`src/rtl/mem_port_arbiter_pkg.sv`:
```
// mem_port_arbiter_pkg
// Purpose: shared constants and types for the memory-port arbiter slice.
//   - Lane-mask encodings used by the load aligner and the arbiter.
//   - Response tag encoding (which requester a pending read belongs to).
//   - Packed data-request record held by the skid buffer.
// Optional feature macro used elsewhere in this slice: MEM_ARB_PERF_EN.
package mem_port_arbiter_pkg;

  localparam logic [3:0] LANE_W  = 4'b1111;
  localparam logic [3:0] LANE_H0 = 4'b0011;
  localparam logic [3:0] LANE_H1 = 4'b1100;
  localparam logic [3:0] LANE_B0 = 4'b0001;
  localparam logic [3:0] LANE_B1 = 4'b0010;
  localparam logic [3:0] LANE_B2 = 4'b0100;
  localparam logic [3:0] LANE_B3 = 4'b1000;

  typedef enum logic {
    TAG_D = 1'b0,
    TAG_F = 1'b1
  } port_tag_e;

  // Everything about a data request except its address, whose width
  // depends on the RAM depth parameter of the top level.
  typedef struct packed {
    logic [3:0]  rden;
    logic        sext;
    logic [3:0]  wren;
    logic [31:0] wdata;
  } data_req_t;

endpackage

```
`src/rtl/mem_port_arbiter_if.sv`:
```
// mem_port_arbiter_if
// Purpose: bundles the data port, fetch port and RAM port of the arbiter.
// Modports:
//   master - the surrounding system: Execute data port, fetch unit and RAM
//            (drives requests and ram_rdata, receives responses and RAM drive)
//   slave  - the arbiter itself
// Parameter: ADDR_W - RAM word-address width.
// Optional feature macro of this slice: MEM_ARB_PERF_EN (not used here).
interface mem_port_arbiter_if #(
  parameter int ADDR_W = 12
);

  logic [31:0]       d_addr;
  logic [3:0]        d_rden;
  logic              d_rden_sext;
  logic [3:0]        d_wren;
  logic [31:0]       d_wrdata;
  logic              d_stall;
  logic              d_rvld;
  logic [31:0]       d_rdata;

  logic              f_req;
  logic [31:0]       f_addr;
  logic              f_gnt;
  logic              f_rvld;
  logic [31:0]       f_rdata;

  logic              ram_en;
  logic [ADDR_W-1:0] ram_addr;
  logic [3:0]        ram_we;
  logic [31:0]       ram_wdata;
  logic [31:0]       ram_rdata;

  modport master (
    output d_addr, d_rden, d_rden_sext, d_wren, d_wrdata,
    input  d_stall, d_rvld, d_rdata,
    output f_req, f_addr,
    input  f_gnt, f_rvld, f_rdata,
    input  ram_en, ram_addr, ram_we, ram_wdata,
    output ram_rdata
  );

  modport slave (
    input  d_addr, d_rden, d_rden_sext, d_wren, d_wrdata,
    output d_stall, d_rvld, d_rdata,
    input  f_req, f_addr,
    output f_gnt, f_rvld, f_rdata,
    output ram_en, ram_addr, ram_we, ram_wdata,
    input  ram_rdata
  );

endinterface

```
`src/rtl/mem_load_align.sv`:
```
// mem_load_align
// Purpose: combinational load aligner; picks the byte/half/word selected by
// the lane mask and sign- or zero-extends it to 32 bits.
// Ports:
//   word_i [31:0] raw RAM word
//   mask_i [3:0]  load lane mask (unrecognised masks pass the word through)
//   sext_i        1 = sign-extend byte/half results
//   data_o [31:0] aligned, extended result
// Optional feature macro of this slice: MEM_ARB_PERF_EN (not used here).
module mem_load_align
  import mem_port_arbiter_pkg::*;
(
  input  logic [31:0] word_i,
  input  logic [3:0]  mask_i,
  input  logic        sext_i,
  output logic [31:0] data_o
);

  // The extension bit is the top bit of the selected field, gated by sext.
  always_comb begin
    data_o = word_i;
    case (mask_i)
      LANE_W:  data_o = word_i;
      LANE_H0: data_o = {{16{sext_i & word_i[15]}}, word_i[15:0]};
      LANE_H1: data_o = {{16{sext_i & word_i[31]}}, word_i[31:16]};
      LANE_B0: data_o = {{24{sext_i & word_i[7]}},  word_i[7:0]};
      LANE_B1: data_o = {{24{sext_i & word_i[15]}}, word_i[15:8]};
      LANE_B2: data_o = {{24{sext_i & word_i[23]}}, word_i[23:16]};
      LANE_B3: data_o = {{24{sext_i & word_i[31]}}, word_i[31:24]};
      default: data_o = word_i;
    endcase
  end

endmodule

```
`src/rtl/mem_port_arbiter.sv`:
```
// mem_port_arbiter
// Purpose: shares one single-port synchronous RAM (1-cycle read latency)
// between the instruction-fetch port and the Execute data port. Data has
// priority, a starvation counter forces fetch through after STARVE_MAX
// denied cycles, and a 1-entry skid buffer keeps a data request that lost.
// Ports:
//   clk, rst_n    clock, asynchronous active-low reset
//   bus (slave)   data port, fetch port and RAM port (mem_port_arbiter_if)
//   perf_conflict_cnt, perf_starve_cnt (only with MEM_ARB_PERF_EN defined)
// Parameters: ADDR_W (RAM word-address width), STARVE_MAX (1..15).
// Optional feature macro: MEM_ARB_PERF_EN adds the two perf counters.
module mem_port_arbiter
  import mem_port_arbiter_pkg::*;
#(
  parameter int ADDR_W     = 12,
  parameter int STARVE_MAX = 4
) (
  input  logic              clk,
  input  logic              rst_n,
  mem_port_arbiter_if.slave bus
`ifdef MEM_ARB_PERF_EN
  ,
  output logic [31:0]       perf_conflict_cnt,
  output logic [31:0]       perf_starve_cnt
`endif
);

  localparam logic [3:0] STARVE_LIM = 4'(STARVE_MAX);

  logic              skidValid_q;
  logic [ADDR_W-1:0] skidAddr_q;
  data_req_t         skidReq_q;
  logic [3:0]        starveCnt_q, starveCnt_d;
  logic              tagValid_q, tagValid_d;
  port_tag_e         tagPort_q, tagPort_d;
  logic [3:0]        tagMask_q;
  logic              tagSext_q;
  logic [31:0]       dLast_q, fLast_q;

  data_req_t         liveFields, selReq;
  logic [ADDR_W-1:0] selAddr;
  logic              liveReq, liveAcc, dataPend, starveHit;
  logic              fetchWin, dataWin, dRvld, fRvld;
  logic [31:0]       alignedWord;
  logic              unusedAddrBits;

  assign unusedAddrBits = ^{bus.d_addr[31:ADDR_W+2], bus.d_addr[1:0],
                            bus.f_addr[31:ADDR_W+2], bus.f_addr[1:0]};

  // A live request arriving while the skid buffer is full is a protocol
  // violation and is ignored; the buffered entry always goes first.
  assign liveFields = '{rden: bus.d_rden, sext: bus.d_rden_sext,
                        wren: bus.d_wren, wdata: bus.d_wrdata};
  assign liveReq    = (|bus.d_rden) | (|bus.d_wren);
  assign liveAcc    = liveReq & ~skidValid_q;
  assign dataPend   = skidValid_q | liveAcc;
  assign starveHit  = (starveCnt_q == STARVE_LIM);
  assign fetchWin   = bus.f_req & (~dataPend | starveHit);
  assign dataWin    = dataPend & ~fetchWin;
  assign selAddr    = skidValid_q ? skidAddr_q : bus.d_addr[ADDR_W+1:2];
  assign selReq     = skidValid_q ? skidReq_q : liveFields;

  assign bus.f_gnt   = fetchWin;
  assign bus.d_stall = skidValid_q;

  // Drive the RAM from whichever requester won this cycle.
  always_comb begin
    bus.ram_en    = 1'b0;
    bus.ram_addr  = '0;
    bus.ram_we    = 4'b0000;
    bus.ram_wdata = '0;
    if (dataWin) begin
      bus.ram_en    = 1'b1;
      bus.ram_addr  = selAddr;
      bus.ram_we    = selReq.wren;
      bus.ram_wdata = selReq.wdata;
    end else if (fetchWin) begin
      bus.ram_en    = 1'b1;
      bus.ram_addr  = bus.f_addr[ADDR_W+1:2];
    end
  end

  // Next-state for the starvation counter and the read-response tag.
  // A data grant with any write lanes set is a write and gets no response.
  always_comb begin
    starveCnt_d = 4'd0;
    if (bus.f_req && !fetchWin) begin
      starveCnt_d = starveHit ? starveCnt_q : starveCnt_q + 4'd1;
    end
    tagValid_d = fetchWin | (dataWin & ~(|selReq.wren));
    tagPort_d  = fetchWin ? TAG_F : TAG_D;
  end

  mem_load_align u_align (
    .word_i (bus.ram_rdata),
    .mask_i (tagMask_q),
    .sext_i (tagSext_q),
    .data_o (alignedWord)
  );

  // Responses appear in the cycle after the grant, when the RAM word is
  // valid; between pulses the outputs show the last delivered value.
  assign dRvld       = tagValid_q & (tagPort_q == TAG_D);
  assign fRvld       = tagValid_q & (tagPort_q == TAG_F);
  assign bus.d_rvld  = dRvld;
  assign bus.f_rvld  = fRvld;
  assign bus.d_rdata = dRvld ? alignedWord : dLast_q;
  assign bus.f_rdata = fRvld ? bus.ram_rdata : fLast_q;

  // All arbiter state: skid buffer, starvation counter, response tag and
  // the held response values. Reset drops any in-flight response.
  always_ff @(posedge clk or negedge rst_n) begin
    if (!rst_n) begin
      skidValid_q <= 1'b0;
      skidAddr_q  <= '0;
      skidReq_q   <= '0;
      starveCnt_q <= 4'd0;
      tagValid_q  <= 1'b0;
      tagPort_q   <= TAG_D;
      tagMask_q   <= 4'b0000;
      tagSext_q   <= 1'b0;
      dLast_q     <= '0;
      fLast_q     <= '0;
    end else begin
      if (liveAcc && fetchWin) begin
        skidValid_q <= 1'b1;
        skidAddr_q  <= bus.d_addr[ADDR_W+1:2];
        skidReq_q   <= liveFields;
      end else if (skidValid_q && dataWin) begin
        skidValid_q <= 1'b0;
      end
      starveCnt_q <= starveCnt_d;
      tagValid_q  <= tagValid_d;
      tagPort_q   <= tagPort_d;
      tagMask_q   <= selReq.rden;
      tagSext_q   <= selReq.sext;
      if (dRvld) dLast_q <= alignedWord;
      if (fRvld) fLast_q <= bus.ram_rdata;
    end
  end

`ifdef MEM_ARB_PERF_EN
  // Conflict = both requesters pending; override = fetch won a conflict.
  always_ff @(posedge clk or negedge rst_n) begin
    if (!rst_n) begin
      perf_conflict_cnt <= '0;
      perf_starve_cnt   <= '0;
    end else begin
      if (bus.f_req && dataPend) perf_conflict_cnt <= perf_conflict_cnt + 32'd1;
      if (fetchWin && dataPend)  perf_starve_cnt   <= perf_starve_cnt + 32'd1;
    end
  end
`endif

endmodule

```
`src/flat_wrapper.sv`:
```
// flat-port wrapper written by rule: the top's interface ports become plain ports
module mem_port_arbiter_flat import mem_port_arbiter_pkg::*;
#(
  parameter int ADDR_W     = 12,
  parameter int STARVE_MAX = 4
)
  (clk, rst_n, bus_d_addr, bus_d_rden, bus_d_rden_sext, bus_d_wren, bus_d_wrdata, bus_d_stall, bus_d_rvld, bus_d_rdata, bus_f_req, bus_f_addr, bus_f_gnt, bus_f_rvld, bus_f_rdata, bus_ram_en, bus_ram_addr, bus_ram_we, bus_ram_wdata, bus_ram_rdata);
  mem_port_arbiter_if #(.ADDR_W(ADDR_W)) bus_i ();
  input  logic clk;
  input  logic rst_n;
  input wire logic [$bits(bus_i.d_addr)-1:0] bus_d_addr;
  input wire logic [$bits(bus_i.d_rden)-1:0] bus_d_rden;
  input wire logic [$bits(bus_i.d_rden_sext)-1:0] bus_d_rden_sext;
  input wire logic [$bits(bus_i.d_wren)-1:0] bus_d_wren;
  input wire logic [$bits(bus_i.d_wrdata)-1:0] bus_d_wrdata;
  output wire logic [$bits(bus_i.d_stall)-1:0] bus_d_stall;
  output wire logic [$bits(bus_i.d_rvld)-1:0] bus_d_rvld;
  output wire logic [$bits(bus_i.d_rdata)-1:0] bus_d_rdata;
  input wire logic [$bits(bus_i.f_req)-1:0] bus_f_req;
  input wire logic [$bits(bus_i.f_addr)-1:0] bus_f_addr;
  output wire logic [$bits(bus_i.f_gnt)-1:0] bus_f_gnt;
  output wire logic [$bits(bus_i.f_rvld)-1:0] bus_f_rvld;
  output wire logic [$bits(bus_i.f_rdata)-1:0] bus_f_rdata;
  output wire logic [$bits(bus_i.ram_en)-1:0] bus_ram_en;
  output wire logic [$bits(bus_i.ram_addr)-1:0] bus_ram_addr;
  output wire logic [$bits(bus_i.ram_we)-1:0] bus_ram_we;
  output wire logic [$bits(bus_i.ram_wdata)-1:0] bus_ram_wdata;
  input wire logic [$bits(bus_i.ram_rdata)-1:0] bus_ram_rdata;
  assign bus_i.d_addr = bus_d_addr;
  assign bus_i.d_rden = bus_d_rden;
  assign bus_i.d_rden_sext = bus_d_rden_sext;
  assign bus_i.d_wren = bus_d_wren;
  assign bus_i.d_wrdata = bus_d_wrdata;
  assign bus_d_stall = bus_i.d_stall;
  assign bus_d_rvld = bus_i.d_rvld;
  assign bus_d_rdata = bus_i.d_rdata;
  assign bus_i.f_req = bus_f_req;
  assign bus_i.f_addr = bus_f_addr;
  assign bus_f_gnt = bus_i.f_gnt;
  assign bus_f_rvld = bus_i.f_rvld;
  assign bus_f_rdata = bus_i.f_rdata;
  assign bus_ram_en = bus_i.ram_en;
  assign bus_ram_addr = bus_i.ram_addr;
  assign bus_ram_we = bus_i.ram_we;
  assign bus_ram_wdata = bus_i.ram_wdata;
  assign bus_i.ram_rdata = bus_ram_rdata;
  mem_port_arbiter #(.ADDR_W(ADDR_W), .STARVE_MAX(STARVE_MAX)) u_core (.clk(clk), .rst_n(rst_n), .bus(bus_i));
endmodule
```
`config.mk`:
```
export PLATFORM = sky130hd
export DESIGN_NAME = mem_port_arbiter_flat
export DESIGN_NICKNAME = d
export VERILOG_FILES = /design/src/rtl/mem_port_arbiter_pkg.sv /design/src/rtl/mem_port_arbiter_if.sv /design/src/rtl/mem_load_align.sv /design/src/rtl/mem_port_arbiter.sv /design/src/flat_wrapper.sv
export SDC_FILE = /design/constraint.sdc
export NUM_CORES = 1
export LEC_CHECK = 0
export CORE_AREA = 2 2 124 126
export CTS_BUF_LIST = sky130_fd_sc_hd__clkbuf_4
export CTS_CLUSTER_SIZE = 10
export DETAILED_ROUTE_END_ITERATION = 16
export DIE_AREA = 0 0 126 128
export MAX_ROUTING_LAYER = met4
export PLACE_DENSITY = 0.92
export SLEW_MARGIN = 20
export SYNTH_ARGS = -nofsm -noshare
export SYNTH_HDL_FRONTEND = slang
export SYNTH_HIERARCHICAL = 1
export SYNTH_SLANG_ARGS = --single-unit
```
`constraint.sdc`:
```
create_clock -name clk -period 2.5 [get_ports clk]
set_clock_uncertainty 0.15 [all_clocks]
set_input_delay 0.25 -clock clk [delete_from_list [all_inputs] [get_ports clk]]
set_output_delay 0.25 -clock clk [all_outputs]
set_load 0.005 [all_outputs]
```
==> results.toml, run 1 <==
[yosys]
avgSynthCellArea_um2 = 12.9
netlist.area_leader.share_pct = 49.1
ys_ff_latch = 129
syn_nets = 653
synth_top_area_cell = "dfrtp_1"
async_reset_ff_share_pct = 100
ys_top_cells_by_area = "dfrtp_1 (49%), mux2_2 (12%), mux2_4 (11%)"
synth.lib_cells_used.distinct = 43
ys_seq_area_share_pct = 49.1
yosysWarnings = 6
synth_flop_cell = "dfrtp_1"
synth_edf_count = 0
synthesis.instances = 511
synth_area_mm2 = 0.00657

[global_route]
grt_pass1_wl_um = 34300
gr-total-overflow = 0
grt_use_total_pct = 28.4
grt_pass1_vias = 6150
grt_max_degree = 71
antenna_found_initial = 0

[placement]
dpl_cell_area_mm2 = 0.00922
dp_hpwl_um = 13200
io_buffers = 216
gp_congestion = 0.899
place_ws_ns = -0.471
dpl.cell_count = 930

[sta]
setup_slack_ns = -0.596
min_period_over_period_pct = 124
clock.fmax_mhz = 323
timing.setup.tns_ns = -27.87
setup_violations = 81
hold_viol = 0
min_period_ns = 3.10
rsz0062_at_grt = "yes"
worst_pin_slew_ns = 0.666
holdWs_ns = 0.138
slew_headroom_pct = 55.6
final_max_slew_viol_count = 0

[power_and_ir_drop]
swShare_pct = 29.4
seqPwrFrac_pct = 40.3
p_int_mw = 5.55
power_leakage_nw = 4.95
power.density_mw_per_mm2 = 719
p_comb_share_pct = 38.2
pwr-share-clk_pct = 21.5
p_total_mw = 7.86
power_switching_mw = 2.31
ir_worst_vdd_mv = 0.506

[run_status]
violations = "negative setup slack"
outcome = "finished, violations left"

[clock_tree]
numClockSinks = 129
cts_buffers = 17
clk_pin_slew_ns = 0.13
cts_tree = "built"
h-tree-depth = 4
cts_max_path_buffers = 2
cts-root-buf = "clkbuf_4"
clk_latency_ns = 0.57

[floorplan]
fp.coreArea_mm2 = 0.0149
pin_count = 257
rows = 45
die-area_mm2 = 0.0161
start_util_pct = 44.2
die_w_um = 126
dieHeight_um = 128

[route]
routed_wl_um = 23200
drt_first_pass_iters = 4
drtAntennaViolNets = 0
drt_iter0_drc = 292
via_per_inst = 5.40
wire_per_inst_um = 22.2
drcViolationCount = 0
vias = 5644

[finish]
fin_util_pct = 73.5
regArea_mm2 = 0.00323
multi_input_area_mm2 = 0.00373
fin_area_mm2 = 0.0109
final_nets = 986
insertedDiodeCount = 0
stdcell_count = 1045
fillers = 915
drive_above_1_share_pct = 54.0
area_growth_pct = 66.3

[critical_path]
path_class = "reg2out"
critPathArrivalTime_ns = 2.70
critical_path.max_fanout = 5
r2r-end = "u_core/dLast_q[19]"
start_kind = "flop"
cp.required_ns = 2.10
r2r_cells = 10
r2r-start = "u_core/tagMask_q[1]"
rrSetupSlack_ns = -0.03
worstSetupEndpointType = "output port"

[flow_run]
drv_cap = 0

[hold_path]
hold_class = "in2async"
synth_stat cells (3+ instances only):
| master | instances |
|---|---|
| a221o_1 | 8 |
| o22ai_1 | 13 |
| mux2_4 | 50 |
| o21ai_0 | 9 |
| nor2b_1 | 5 |
| nand2_1 | 47 |
| buf_2 | 8 |
| a22oi_1 | 16 |
| and3_1 | 5 |
| nor2_1 | 38 |
| clkbuf_1 | 12 |
| dfrtp_1 | 129 |
| inv_1 | 4 |
| buf_6 | 3 |
| buf_8 | 5 |
| mux2_2 | 72 |
| mux2i_1 | 48 |
| nand3_1 | 3 |
| buf_1 | 5 |
critical path: stages, from the launching register on:
cell and delay [ns]:
dfrtp_2 0.47, and4b_1 0.20, a32o_2 0.24, buf_6 0.12
nor4bb_4 0.36, buf_6 0.18, buf_6 0.12, nand2_2 0.05
mux2_4 0.27, buf_6 0.12
state kept, by name, summed over array words and instances (netlist names):
register            flops
u_core/bus.d_stall      1
u_core/tagValid_q       1
u_core/tagSext_q        1
u_core/starveCnt_q      4
u_core/tagMask_q        4
u_core/skidReq_q       41
u_core/fLast_q         32
u_core/tagPort_q        1
u_core/dLast_q         32
u_core/skidAddr_q      12
worst max path at each step:
| stage | startpoint | endpoint | slack (ns) | depth (start not counted) |
|---|---|---|---|---|
| global placement | bus_ram_rdata[15] | bus_d_rdata[24] | -0.41 | 9 |
| detailed placement | bus_ram_rdata[15] | bus_d_rdata[26] | -0.47 | 9 |
| CTS | u_core/tagMask_q[1] | bus_d_rdata[24] | -0.61 | 9 |
| floorplan | u_core/tagMask_q[0] | bus_d_rdata[10] | 0.28 | 6 |
| global route | u_core/tagMask_q[1] | bus_d_rdata[25] | -0.70 | 9 |
| finish | u_core/tagMask_q[1] | bus_d_rdata[19] | -0.60 | 9 |
area by class of cell:
class	count	share of cell area (%)
Timing Repair Buffer	350	31.0
Clock buffer	17	1.17
Tap cell	188	2.15
Inverter	4	0.137
Sequential cell	129	29.6
Clock inverter	15	1.89
Multi-Input combinational cell	342	34.1
repair_timing:
action                                  4_1_cts  5_1_grt
hold buffers                                  1        0
resized for setup                           562       84
endpoints found under the setup margin      113       90
gates cloned                                  6        0
setup buffers                                61       23
endpoints found under the hold margin        68        0
pin swaps                                    33       39
kinds of logic (layout without fill, tap and decap cells):
| logic type | after synthesis | in the layout | synth area share, % |
|---|---|---|---|
| multiplexers | 170 | 170 | 31.1 |
| flip-flops | 129 | 129 | 49.1 |
| AND/OR/NAND/NOR | 114 | 114 | 8.96 |
| AO/OA/AOI/OAI | 53 | 53 | 6.19 |
| buffers and inverters | 40 | 386 | 3.90 |
| XOR/XNOR | 3 | 3 | 0.400 |
| adder cells (fa/ha/maj) | 2 | 2 | 0.381 |
layer usage:
metal / vias up / GRT usage (%) / part of all wire, %
met5: - / - / 0
met4: 0 / 11.0 / 2.7
met3: 41 / 6.64 / 6.2
met2: 268 / 48.1 / 52
met1: 2832 / 32.8 / 39
li1: 2503 / - / -
layout by cell type, fill, tap and decap left out, types with 5 or more instances in the layout:
cell type	count
and3_1	5
buf_8	8
buf_12	8
nand2_2	11
nand2_1	35
nor2_4	32
a221o_1	8
clkinvlp_4	5
dfrtp_1	125
clkdlybuf4s50_1	100
mux2_4	86
buf_6	91
clkbuf_4	17
a22oi_1	8
o22ai_2	10
buf_2	43
mux2i_1	48
a22oi_2	8
dlygate4sd2_1	29
mux2_2	36
o21ai_1	6
buf_4	61
power by group through the flow:
| stage | registers (mW) | logic, mW | clock network, mW |
|---|---|---|---|
| final | 3.17 | 3.00 | 1.69 |
| after CTS | 3.12 | 2.79 | 1.72 |
| after global placement | 3.10 | 2.31 | 0 |
| after global routing | 3.22 | 3.16 | 1.83 |
| after detailed placement | 3.12 | 2.39 | 0 |
| after floorplan | 3.02 | 1.23 | 0 |
Power figures use the tool's default switching activity.
==> run 2: changes to the inputs <==
--- a/config.mk
+++ b/config.mk
@@ -10,7 +10,6 @@
 export CTS_CLUSTER_SIZE = 10
 export DETAILED_ROUTE_END_ITERATION = 16
 export DIE_AREA = 0 0 126 128
-export MAX_ROUTING_LAYER = met4
 export PLACE_DENSITY = 0.92
 export SLEW_MARGIN = 20
 export SYNTH_ARGS = -nofsm -noshare
==> results.toml, run 2 (synthesis gave the netlist of run 1 again) <==
[route]
drtAntennaViolNets = 0
drt_first_pass_iters = 5
vias = 5620
drt_iter0_drc = 289
via_per_inst = 5.38
wire_per_inst_um = 22.0
drcViolationCount = 0
routed_wl_um = 23000

[global_route]
grt_max_degree = 71
grt_use_total_pct = 27.6
antenna_found_initial = 0
grt_pass1_wl_um = 34400
gr-total-overflow = 0
grt_pass1_vias = 6135

[critical_path]
start_kind = "flop"
r2r-end = "u_core/dLast_q[19]"
worstPathCellList = "and4b_1 -> a32o_2 -> buf_6 -> nor4bb_4 -> buf_6 -> buf_6 -> nand2_2 -> mux2_4 -> buf_6"
r2r_cells = 10
r2r-start = "u_core/tagMask_q[1]"
slowest_stage = "dfrtp_2"
critical_path.max_fanout = 5
startpoint = "u_core/tagMask_q[1]"
cp.required_ns = 2.10
worstSetupEndpointType = "output port"
critPathArrivalTime_ns = 2.67
worst_path_most_repeated_cell = "buf_6"
path_class = "reg2out"
rrSetupSlack_ns = -0.02
cpPeakStageDelay_ns = 0.47

[sta]
timing.setup.tns_ns = -28.04
setup_slack_ns = -0.571
slew_headroom_pct = 55.0
min_period_over_period_pct = 123
hold_viol = 0
worst_pin_slew_ns = 0.675
rsz0062_at_grt = "yes"
min_period_ns = 3.07
clock.fmax_mhz = 326
setup_violations = 81
final_max_slew_viol_count = 0

[floorplan]
dieHeight_um = 128
start_util_pct = 44.2
die_w_um = 126
die-area_mm2 = 0.0161
fp.coreArea_mm2 = 0.0149
rows = 45
pin_count = 257

[finish]
regArea_mm2 = 0.00323
drive_above_1_share_pct = 54.0
insertedDiodeCount = 0
largest_register_ffs = 41
fin_area_mm2 = 0.0109
area_growth_pct = 66.3
multi_input_area_mm2 = 0.00373
layout_commonest_cell = "dfrtp_1"
mostFrequentLayoutCells = "dfrtp_1 (125), clkdlybuf4s50_1 (100), buf_6 (91), mux2_4 (86), buf_4 (61)"
top_register = "u_core/skidReq_q"
final_nets = 986
fillers = 926
reg.largest.list = "u_core/skidReq_q x41, u_core/dLast_q x32, u_core/fLast_q x32"

[hold_path]
hold_class = "in2async"

[clock_tree]
cts_tree = "built"
h-tree-depth = 4
cts_buffers = 17
cts_max_path_buffers = 2
clk_pin_slew_ns = 0.12
clk_latency_ns = 0.54
cts-root-buf = "clkbuf_4"
numClockSinks = 129

[run_status]
outcome = "finished, violations left"
violations = "negative setup slack"

[power_and_ir_drop]
power.density_mw_per_mm2 = 717
p_comb_share_pct = 38.2
pwr-share-clk_pct = 21.5
ir_worst_vdd_mv = 0.373
swShare_pct = 29.2
power_switching_mw = 2.29
power_leakage_nw = 4.95
p_int_mw = 5.55
seqPwrFrac_pct = 40.3

[placement]
dpl_cell_area_mm2 = 0.00922
gp_congestion = 0.884
dp_hpwl_um = 13200
io_buffers = 216

[flow_run]
drv_cap = 0
run 2: stage by stage:
step / power, mW / utilization (%) / std cells / hold slack [ns] / setup slack [ns]
final: 7.84 / 73.5 / 1045 / 0.163 / -0.571
after global routing: 8.21 / 73.5 / 1045 / 0.138 / -0.697
after CTS: 7.62 / 70.9 / 1030 / 0.114 / -0.610
after detailed placement: 5.51 / 62.0 / 930 / 0.161 / -0.471
after global placement: 5.40 / 62.0 / 930 / 0.156 / -0.409
after floorplan: 4.25 / - / 511 / -0.196 / 0.278
run 2: power groups by stage:
stage          clock network, mW  logic, mW  registers [mW]
2_1_floorplan                  0       1.23            3.02
3_3_place_gp                   0       2.31            3.10
3_5_place_dp                   0       2.39            3.12
4_1_cts                     1.72       2.79            3.12
5_1_grt                     1.83       3.16            3.22
6_report                    1.68       3.00            3.16
run 2: worst max-delay path by stage:
stage | to | cells past startpoint
2_1_floorplan | bus_d_rdata[10] | 6
3_3_place_gp | bus_d_rdata[24] | 9
3_5_place_dp | bus_d_rdata[26] | 9
4_1_cts | bus_d_rdata[24] | 9
5_1_grt | bus_d_rdata[25] | 9
6_report | bus_d_rdata[19] | 9
run 2: per-layer routing:
metal	track usage, %	vias to the layer above	wire [um]
met5	0	-	0
met4	11.4	0	597
met3	7.39	37	1650
met2	47.8	267	11800
met1	32.5	2813	8970
li1	-	2503	-
run 2: critical path: cells and delay by family (launching register included):
family                 cells  cell delay, ns
AND/OR/NAND/NOR            3            0.61
buffers and inverters      4            0.54
flip-flops                 1            0.47
AO/OA/AOI/OAI              1            0.24
multiplexers               1            0.27
run 2: cell type report:
cell class | count | share of cell area, %
multi-input cells | 342 | 34.1
repair buffers | 350 | 31.0
flip-flops and latches | 129 | 29.6
well taps | 188 | 2.15
clock inverters | 15 | 1.89
clock buffers | 17 | 1.17
inverters | 4 | 0.137
run 2: timing repair:
| action | 4_1_cts | 5_1_grt |
|---|---|---|
| cloned | 6 | 0 |
| hold buffers | 1 | 0 |
| gates resized for setup | 562 | 84 |
| pin swaps | 33 | 39 |
| hold endpoints to repair | 68 | 0 |
| setup buffers | 61 | 23 |
| setup endpoints to repair | 113 | 90 |
==> run 3: changes to the inputs <==
--- a/config.mk
+++ b/config.mk
@@ -10,7 +10,7 @@
 export CTS_CLUSTER_SIZE = 10
 export DETAILED_ROUTE_END_ITERATION = 16
 export DIE_AREA = 0 0 126 128
-export PLACE_DENSITY = 0.92
+export PLACE_DENSITY = 0.87
 export SLEW_MARGIN = 20
 export SYNTH_ARGS = -nofsm -noshare
 export SYNTH_HDL_FRONTEND = slang
==> results.toml, run 3 (synthesis gave the netlist of run 1 again) <==
[finish]
top_register = "u_core/skidReq_q"
drive_above_1_share_pct = 53.1
fillers = 915
layout_commonest_cell = "dfrtp_1"
final_nets = 977
largest_register_ffs = 41
fin_area_mm2 = 0.0108
area_growth_pct = 64.4
fin_util_pct = 72.7
reg.largest.list = "u_core/skidReq_q x41, u_core/dLast_q x32, u_core/fLast_q x32"
stdcell_count = 1034
mostFrequentLayoutCells = "dfrtp_1 (127), clkdlybuf4s50_1 (100), mux2_4 (90), buf_4 (64), buf_6 (62)"
insertedDiodeCount = 0

[global_route]
grt_pass1_wl_um = 34300
grt_pass1_vias = 6066
grt_use_total_pct = 27.7
grt_max_degree = 71
gr-total-overflow = 0
antenna_found_initial = 0

[floorplan]
die_w_um = 126
pin_count = 257
dieHeight_um = 128
fp.coreArea_mm2 = 0.0149
die-area_mm2 = 0.0161
rows = 45
start_util_pct = 44.2

[placement]
io_buffers = 216
place_ws_ns = -0.546
dpl.cell_count = 933
gp_congestion = 0.884
dp_hpwl_um = 13400
dpl_cell_area_mm2 = 0.00926

[sta]
worst_pin_slew_ns = 1.01
setup_violations = 82
holdWs_ns = 0.167
clock.fmax_mhz = 316
slew_headroom_pct = 32.4
min_period_over_period_pct = 127
rsz0062_at_grt = "yes"
timing.setup.tns_ns = -24.12
final_max_slew_viol_count = 0
hold_viol = 0
setup_slack_ns = -0.665
min_period_ns = 3.16

[critical_path]
critical_path.max_fanout = 3
r2r_cells = 10
worst_path_most_repeated_cell = "buf_6"
worstPathCellList = "and4b_1 -> a32o_2 -> buf_6 -> nor4bb_4 -> buf_2 -> buf_4 -> nand2_1 -> mux2_4 -> buf_6"
path_class = "reg2out"
cpPeakStageDelay_ns = 0.44
critPathArrivalTime_ns = 2.76
slowest_stage = "dfrtp_1"
rrSetupSlack_ns = -0.08
start_kind = "flop"
worstSetupEndpointType = "output port"
cp.required_ns = 2.10
r2r-start = "u_core/tagMask_q[0]"
r2r-end = "u_core/dLast_q[30]"

[route]
drtAntennaViolNets = 0
vias = 5774
routed_wl_um = 23200
drt_first_pass_iters = 6
drcViolationCount = 0
drt_iter0_drc = 332
wire_per_inst_um = 22.4
via_per_inst = 5.58

[hold_path]
hold_depth = 2
worst_hold_path.endpoint = "u_core/skidReq_q[8]"
hold_class = "in2reg"
hold_start = "bus_d_wrdata[8]"

[power_and_ir_drop]
p_total_mw = 7.49
power_leakage_nw = 4.94
power.density_mw_per_mm2 = 693
ir_worst_vdd_mv = 0.356

[flow_run]
drv_cap = 0

[clock_tree]
cts_tree = "built"
clk_latency_ns = 0.56
cts_max_path_buffers = 2
clk_pin_slew_ns = 0.12
h-tree-depth = 4
cts-root-buf = "clkbuf_4"
numClockSinks = 129
cts_buffers = 17

[run_status]
violations = "negative setup slack"
outcome = "finished, violations left"
-- run 3: changes by cell type in the layout (fill, tap and decap cells not counted), sizes merged --
cell and delta:
dlygate4sd3 +1, dlygate4sd2 -9, clkbuf +4, bufinv -3, clkinv +5, dlymetal6s2s +1, bufbuf +1, clkinvlp -4
inv -4, buf -3
-- run 3: where the power goes --
part           switching (mW)  leakage (nW)  internal, mW
Clock                   0.757         0.131         0.509
Combinational            1.03          3.21          2.03
Sequential              0.385          1.60          2.78
-- run 3: area by class of cell --
cell class              count  area [um^2]  share of cell area (%)
multi-input cells         342         3730                    34.5
repair buffers            341         3370                    31.2
flip-flops and latches    129         3230                    29.9
well taps                 188          235                    2.18
clock buffers              21          158                    1.46
clock inverters             9         68.8                   0.637
inverters                   4         15.0                   0.139
-- run 3: routing by layer --
layer | vias up | track usage [%] | routed length [um]
li1 | 2488 | - | -
met1 | 2887 | 33.2 | 8890
met2 | 331 | 46.2 | 11700
met3 | 68 | 8.01 | 1770
met4 | 0 | 12.7 | 853
met5 | - | 0 | 0
-- run 3: how the worst max path moves through the flow --
stage	startpoint	cells past startpoint	to	slack, ns
2_1_floorplan	u_core/tagMask_q[0]	6	bus_d_rdata[10]	0.28
3_3_place_gp	bus_ram_rdata[15]	9	bus_d_rdata[30]	-0.52
3_5_place_dp	bus_ram_rdata[15]	9	bus_d_rdata[29]	-0.55
4_1_cts	u_core/tagMask_q[0]	9	bus_d_rdata[22]	-0.61
5_1_grt	u_core/tagMask_q[0]	9	bus_d_rdata[21]	-0.79
6_report	u_core/tagMask_q[0]	9	bus_d_rdata[21]	-0.66
-- run 3: repair_timing --
action | CTS | global route
pin swaps | 30 | 35
hold endpoints to repair | 129 | 0
gates resized for setup | 583 | 66
endpoints found under the setup margin | 114 | 86
hold buffers | 2 | 0
gates cloned | 11 | 1
setup buffers | 45 | 20
-- run 3: critical path: cells and delay by family, from the launching register on --
family	cells	cell delay [ns]
compound gates	1	0.24
buf+inv	4	0.58
flops	1	0.44
mux	1	0.27
simple gates	3	0.69
